File: src/rtl/dlfloat_pkg.sv
// dlfloat_pkg: DLFloat widths, constants, word struct, and the shared round/saturate/flush helper.
// DLF_MAC_RNE_EN selects round-to-nearest-even; otherwise rounding truncates toward zero.
package dlfloat_pkg;
  localparam int DLF_EXP_W = 6;
  localparam int DLF_MAN_W = 9;
  localparam int DLF_W = 1 + DLF_EXP_W + DLF_MAN_W;
  localparam int DLF_BIAS = (1 << (DLF_EXP_W - 1)) - 1;
  localparam int DLF_EXP_MAX = (1 << DLF_EXP_W) - 1;
  localparam logic [DLF_W-2:0] DLF_MAX_MAG = '1;
  localparam int DLF_XW = DLF_MAN_W + 4;
  typedef struct packed {
    logic sign;
    logic [DLF_EXP_W-1:0] exp;
    logic [DLF_MAN_W-1:0] mant;
  } dlf_t;
  function automatic logic is_zero(input dlf_t x);
    return x.exp == '0;
  endfunction
  // m = {hidden 1, mantissa, guard, round, sticky}; e is the biased exponent of the hidden bit
  function automatic dlf_t round_pack(input logic s, input int e, input logic [DLF_XW-1:0] m);
    logic [DLF_MAN_W+1:0] r;
    int ex;
    r = {1'b0, m[DLF_XW-1:3]};
`ifdef DLF_MAC_RNE_EN
    r = r + {{(DLF_MAN_W + 1){1'b0}}, m[2] & (m[1] | m[0] | m[3])};
`endif
    ex = r[DLF_MAN_W+1] ? e + 1 : e;
    if (ex > DLF_EXP_MAX) return {s, DLF_MAX_MAG};
    if (ex < 1) return '0;
    return {s, ex[DLF_EXP_W-1:0], r[DLF_MAN_W+1] ? r[DLF_MAN_W:1] : r[DLF_MAN_W-1:0]};
  endfunction
endpackage

File: src/rtl/dlfloat_add_rnd.sv
// dlfloat_add_rnd: combinational DLFloat add/subtract with alignment, normalisation and one rounding.
// Rounding mode follows DLF_MAC_RNE_EN through the package helper.
module dlfloat_add_rnd
  import dlfloat_pkg::*;
(
  input  dlf_t a_i,
  input  dlf_t b_i,
  output dlf_t y_o
);
  localparam int SW = DLF_MAN_W + 5;
  dlf_t x, y, r;
  logic swap;
  logic [SW-1:0] sx, sy, sum;
  int d, e;
  always_comb begin
    swap = a_i[DLF_W-2:0] < b_i[DLF_W-2:0];
    x = swap ? b_i : a_i;
    y = swap ? a_i : b_i;
    d = int'(x.exp) - int'(y.exp);
    sx = {2'b01, x.mant, 3'b000};
    sy = {2'b01, y.mant, 3'b000};
    for (int i = 0; i < SW; i++) if (i < d) sy = {1'b0, sy[SW-1:2], sy[1] | sy[0]};
    sum = (x.sign == y.sign) ? sx + sy : sx - sy;
    e = int'(x.exp);
    if (sum[SW-1]) r = round_pack(x.sign, e + 1, {sum[SW-1:4], sum[3], sum[2], |sum[1:0]});
    else begin
      for (int i = 0; i < SW; i++) if (!sum[SW-2] && sum != '0) begin
        sum = sum << 1;
        e = e - 1;
      end
      r = round_pack(x.sign, e, sum[SW-2:0]);
    end
    y_o = is_zero(a_i) ? b_i : is_zero(b_i) ? a_i : (sum == '0) ? '0 : r;
  end
endmodule

File: src/rtl/dlfloat_mac_stream.sv
// dlfloat_mac_stream: 3-stage streaming DLFloat dot-product engine (operand, product, accumulate).
// Build macro DLF_MAC_RNE_EN selects round-to-nearest-even instead of truncation.
module dlfloat_mac_stream
  import dlfloat_pkg::*;
#(
  parameter int EXP_W = DLF_EXP_W,
  parameter int MAN_W = DLF_MAN_W,
  parameter int CNT_W = 8,
  localparam int W = 1 + EXP_W + MAN_W
) (
  input  logic             clk,
  input  logic             rst,
  input  logic             clear,
  input  logic             in_valid,
  output logic             in_ready,
  input  logic [W-1:0]     in_a,
  input  logic [W-1:0]     in_b,
  input  logic             in_last,
  output logic             out_valid,
  input  logic             out_ready,
  output logic [W-1:0]     out_data,
  output logic [CNT_W-1:0] out_count
);
  localparam int PW = 2 * (DLF_MAN_W + 1);
  logic adv, s1_v_q, s1_last_q, s2_v_q, s2_last_q, out_vld_q;
  dlf_t s1_a_q, s1_b_q, prod_q, prod_d, acc_q, sum, out_data_q;
  logic [CNT_W-1:0] cnt_q, cnt_d, out_cnt_q;
  logic [PW-1:0] p, n;
  int e;
  assign adv = !out_vld_q || out_ready;
  assign in_ready = adv && !clear;
  assign out_valid = out_vld_q;
  assign out_data = out_data_q;
  assign out_count = out_cnt_q;
  dlfloat_add_rnd u_add (.a_i(acc_q), .b_i(prod_q), .y_o(sum));
  // exact product is normalised to {hidden, mant, guard, round, sticky} before the single rounding
  always_comb begin
    p = PW'({1'b1, s1_a_q.mant}) * PW'({1'b1, s1_b_q.mant});
    n = p[PW-1] ? p : p << 1;
    e = int'(s1_a_q.exp) + int'(s1_b_q.exp) - DLF_BIAS + (p[PW-1] ? 1 : 0);
    prod_d = (is_zero(s1_a_q) || is_zero(s1_b_q)) ? '0 :
      round_pack(s1_a_q.sign ^ s1_b_q.sign, e,
                 {n[PW-1:DLF_MAN_W+1], n[DLF_MAN_W], n[DLF_MAN_W-1], |n[DLF_MAN_W-2:0]});
    cnt_d = &cnt_q ? cnt_q : cnt_q + 1'b1;
  end
  always_ff @(posedge clk or posedge rst) begin
    if (rst) {s1_v_q, s2_v_q, out_vld_q, acc_q, cnt_q, out_data_q, out_cnt_q} <= '0;
    else if (clear) {s1_v_q, s2_v_q, out_vld_q, acc_q, cnt_q, out_data_q, out_cnt_q} <= '0;
    else if (adv) begin
      s1_v_q <= in_valid;
      s1_a_q <= in_a;
      s1_b_q <= in_b;
      s1_last_q <= in_last;
      s2_v_q <= s1_v_q;
      s2_last_q <= s1_last_q;
      prod_q <= prod_d;
      out_vld_q <= s2_v_q && s2_last_q;
      if (s2_v_q) begin
        acc_q <= s2_last_q ? '0 : sum;
        cnt_q <= s2_last_q ? '0 : cnt_d;
        if (s2_last_q) begin
          out_data_q <= sum;
          out_cnt_q <= cnt_d;
        end
      end
    end
  end
endmodule

File: config.mk
export PLATFORM = sky130hd
export DESIGN_NAME = dlfloat_mac_stream
export DESIGN_NICKNAME = d
export VERILOG_FILES = /design/src/rtl/dlfloat_pkg.sv /design/src/rtl/dlfloat_add_rnd.sv /design/src/rtl/dlfloat_mac_stream.sv
export SDC_FILE = /design/constraint.sdc
export NUM_CORES = 1
export LEC_CHECK = 0
export BUFFER_PORTS_ARGS = -buffer_cell sky130_fd_sc_hd__buf_2
export CAP_MARGIN = 20
export CELL_PAD_IN_SITES_DETAIL_PLACEMENT = 1
export CELL_PAD_IN_SITES_GLOBAL_PLACEMENT = 1
export CORE_ASPECT_RATIO = 0.7
export CORE_MARGIN = 2
export CORE_UTILIZATION = 49
export DETAILED_ROUTE_END_ITERATION = 10
export HOLD_SLACK_MARGIN = 0.06
export PLACE_DENSITY_LB_ADDON = 0.2
export SLEW_MARGIN = 5
export SYNTH_ARGS = -nofsm -noshare
export SYNTH_HDL_FRONTEND = slang
export SYNTH_SLANG_ARGS = --single-unit
File: constraint.sdc
create_clock -name clk -period 25.8 [get_ports clk]
set_clock_uncertainty 0.15 [all_clocks]
set_input_delay 1.29 -clock clk [delete_from_list [all_inputs] [get_ports clk]]
set_output_delay 1.29 -clock clk [all_outputs]
set_load 0.03 [all_outputs]
==> reports/metrics.yaml <==
yosys:
  yosys_most_used_dff: "dfrtp_1"
  synthCells: 2998
  ys_ff_latch: 101
  yosysUniqueCellTypes: 123
  yosys_warnings: 0
  synth_edf_count: 50
  synth_nets: 3223
  syn_area_um2: 22300
  ys_seq_area_share_pct: 12.5
  ys_async_sr_fraction_pct: 50.5
  syn_avg_cell_area_um2: 7.43
global_route:
  antenna_found_initial: 1
  grt_util_all_layers_pct: 38.8
  gr-total-overflow: 0
  grt_pass1_vias: 24800
  grt_pass1_wl_mm: 146
  grt_max_degree: 63
pwr:
  power_frac_seq_pct: 7.3
  pwr-share-comb_pct: 87.8
  peakVddDrop_mv: 0.0619
  cellPowerDensity_nw_per_um2: 123
  clkPwrFrac_pct: 4.9
  p_sw_mw: 1.78
  leakage_nw: 9.33
  switching_share_pct: 62.0
  intPower_mw: 1.09
  power.total_mw: 2.87
timing:
  fin_crit_sh_pct: 87.3
  rsz0062_at_grt: "false"
  hold_violations: 0
  relSlewSlack_pct: 21.8
  setup_viol: 0
  slew_viol_final: 0
  period_needed_ns: 22.53
  setup_ws_ns: 3.27
  worst_pin_slew_ns: 1.16
  setup_tns_ns: 0
  fmax_mhz: 44.4
  holdWs_ns: 0.274
worst_setup_path:
  cp_data_required_time_ns: 25.88
  crit_type: "register to register"
  critPathMaxStageDelay_ns: 0.82
  cp_data_arrival_time_ns: 22.60
  start_kind: "register"
  worst-path-buf-inv: 3
  endpoint_kind: "register"
  crit_family: "simple AND/OR/NAND/NOR gates"
  crit_path_frequent_cell: "ha_1"
  crit_slowest_cell: "xor2_1"
  cp_max_fo: 62
floorplanning:
  io_pins: 64
  die_h_um: 182
  core_um2: 45000
  start_util_pct: 49.5
  die_w_um: 259
  rows: 65
  dieArea_um2: 47200
cts:
  cts_tree: "done"
  cts_max_level: 3
  clockBufferDepth: 2
  cts_made_buffers: 9
  cts-resized-gates: 0
  clk_pin_slew_worst_paths_ns: 0.08
  clock_latency_ns: 0.37
  ctsHoldBuffers: 0
  cts_sinks: 101
  cts-root-buf: "clkbuf_16"
  cts_setup_buffers: 0
cells_and_area:
  n_antenna_cell: 0
  area_growth_pct: 5.12
  layout-drive-gt1-share_pct: 8.13
  stdcell_count: 3592
  fill_cells: 5767
  final_common_cell: "nand2_1"
  utilization_pct: 52.0
  final_design_area_no_fill_um2: 23400
  fin_nets: 3209
  final_cell_mix: "nand2_1 (291), nor2_1 (261), a21oi_1 (182), o21ai_0 (159), xnor2_1 (135)"
drt:
  vias_per_cell: 7.03
  drt-pass1-iter-count: 6
  wl_per_cell_um: 26.2
  routed_wl_mm: 94.0
  num_vias: 25200
  drc: 0
  ant_nets: 0
  drt_iter0_drc: 2901
placement:
  port-buffer-count: 63
  gp_congestion: 1.02
  dp_cells: 3573
  dp_slack_ns: 3.94
  place_area_um2: 23100
  hpwlAfterDp_mm: 75.6
hold_path:
  hold_path.class: "register to register"
run:
  maxCapViolCount: 0
status:
  status: "finished clean"
==> cell type report <==
type / instances / area (um^2) / share of cell area [%]
clock buffer: 10 / 239 / 1.02
timing repair buffer: 98 / 571 / 2.44
multi-input combinational: 2644 / 18500 / 79.1
inverter: 130 / 488 / 2.08
tap: 603 / 754 / 3.22
sequential: 101 / 2780 / 11.9
clock inverter: 6 / 55.1 / 0.235
==> final timing paths <==
check / from / end / slack [ns] / depth (start not counted)
worst max register to register: prod_q[9] / out_data[9] / 3.27 / 73
worst max-delay path: prod_q[9] / out_data[9] / 3.27 / 73
worst min-delay path: s1_last_q / s2_last_q / 0.27 / 0
worst min register to register: s1_last_q / s2_last_q / 0.27 / 0
min in group asynchronous: rst / out_count[0] / 0.98 / 3
max in group asynchronous: rst / acc_q[3] / 24.02 / 3
==> power groups by stage <==
stage          combinational, mW  sequential (mW)  clock (mW)
6_report                    2.52            0.210       0.140
5_1_grt                     2.72            0.211       0.144
4_1_cts                     2.43            0.209       0.140
3_5_place_dp                2.42            0.212           0
3_3_place_gp                2.32            0.211           0
2_1_floorplan               1.77            0.212           0
==> cell families (layout without fill, tap and decap cells) <==
kind of cell	after synthesis	in the layout	share of synthesized area [%]
adders and majority gates	188	188	12.7
AOI/OAI and AO/OA	905	905	28.8
buffers and inverters	253	244	4.51
xor gates and xnor gates	200	200	8.42
DFF	101	101	12.5
and+or+nand+nor	1286	1286	30.1
muxes	65	65	3.05
==> cell usage after synthesis (all sizes together) (26+ instances only) <==
master | count | area, um^2
buf | 31 | 170
ha | 124 | 1550
o21a | 42 | 315
nor4 | 41 | 320
and2 | 81 | 509
inv | 129 | 484
a211oi | 45 | 383
dfrtp | 51 | 1280
nand2b | 40 | 250
a21o | 36 | 270
xor2 | 55 | 497
nor3 | 121 | 627
a31oi | 52 | 344
or2 | 26 | 163
a21oi | 188 | 960
nand2 | 294 | 1110
o211ai | 51 | 407
o31ai | 36 | 289
or3 | 32 | 200
xnor2 | 140 | 1260
mux2i | 43 | 430
nand3 | 134 | 676
and3 | 46 | 288
nor2 | 264 | 1000
edfxtp | 50 | 1500
clkbuf | 92 | 347
or4 | 27 | 210
nand4 | 76 | 482
fa | 63 | 1260
o21ai | 187 | 955
==> sequential cells by signal (all words and copies together), names as in the netlist <==
| name | count |
|---|---|
| acc_q | 16 |
| cnt_q | 8 |
| out_count | 8 |
| out_data | 16 |
| out_valid | 1 |
| prod_q | 16 |
| s1_a_q | 16 |
| s1_b_q | 16 |
| s1_last_q | 1 |
| s1_v_q | 1 |
| s2_last_q | 1 |
| s2_v_q | 1 |
==> routing by layer <==
| metal | track usage [%] | up-vias | routed length, um |
|---|---|---|---|
| met3 | 8.82 | 106 | 9370 |
| met4 | 6.59 | 0 | 1470 |
| met2 | 55.1 | 1160 | 38000 |
| li1 | - | 11300 | - |
| met1 | 59.5 | 12700 | 45100 |
| met5 | 0 | - | 0 |
==> worst register-to-register path: cells and delay by family (launching register included) <==
family | cells | cell delay [ns]
xor+xnor | 5 | 2.72
mux | 7 | 2.15
flops | 1 | 0.42
simple gates | 24 | 6.82
buf+inv | 3 | 0.81
compound gates | 26 | 6.43
fa+ha+maj | 8 | 2.86
Power figures use the tool's default switching activity.
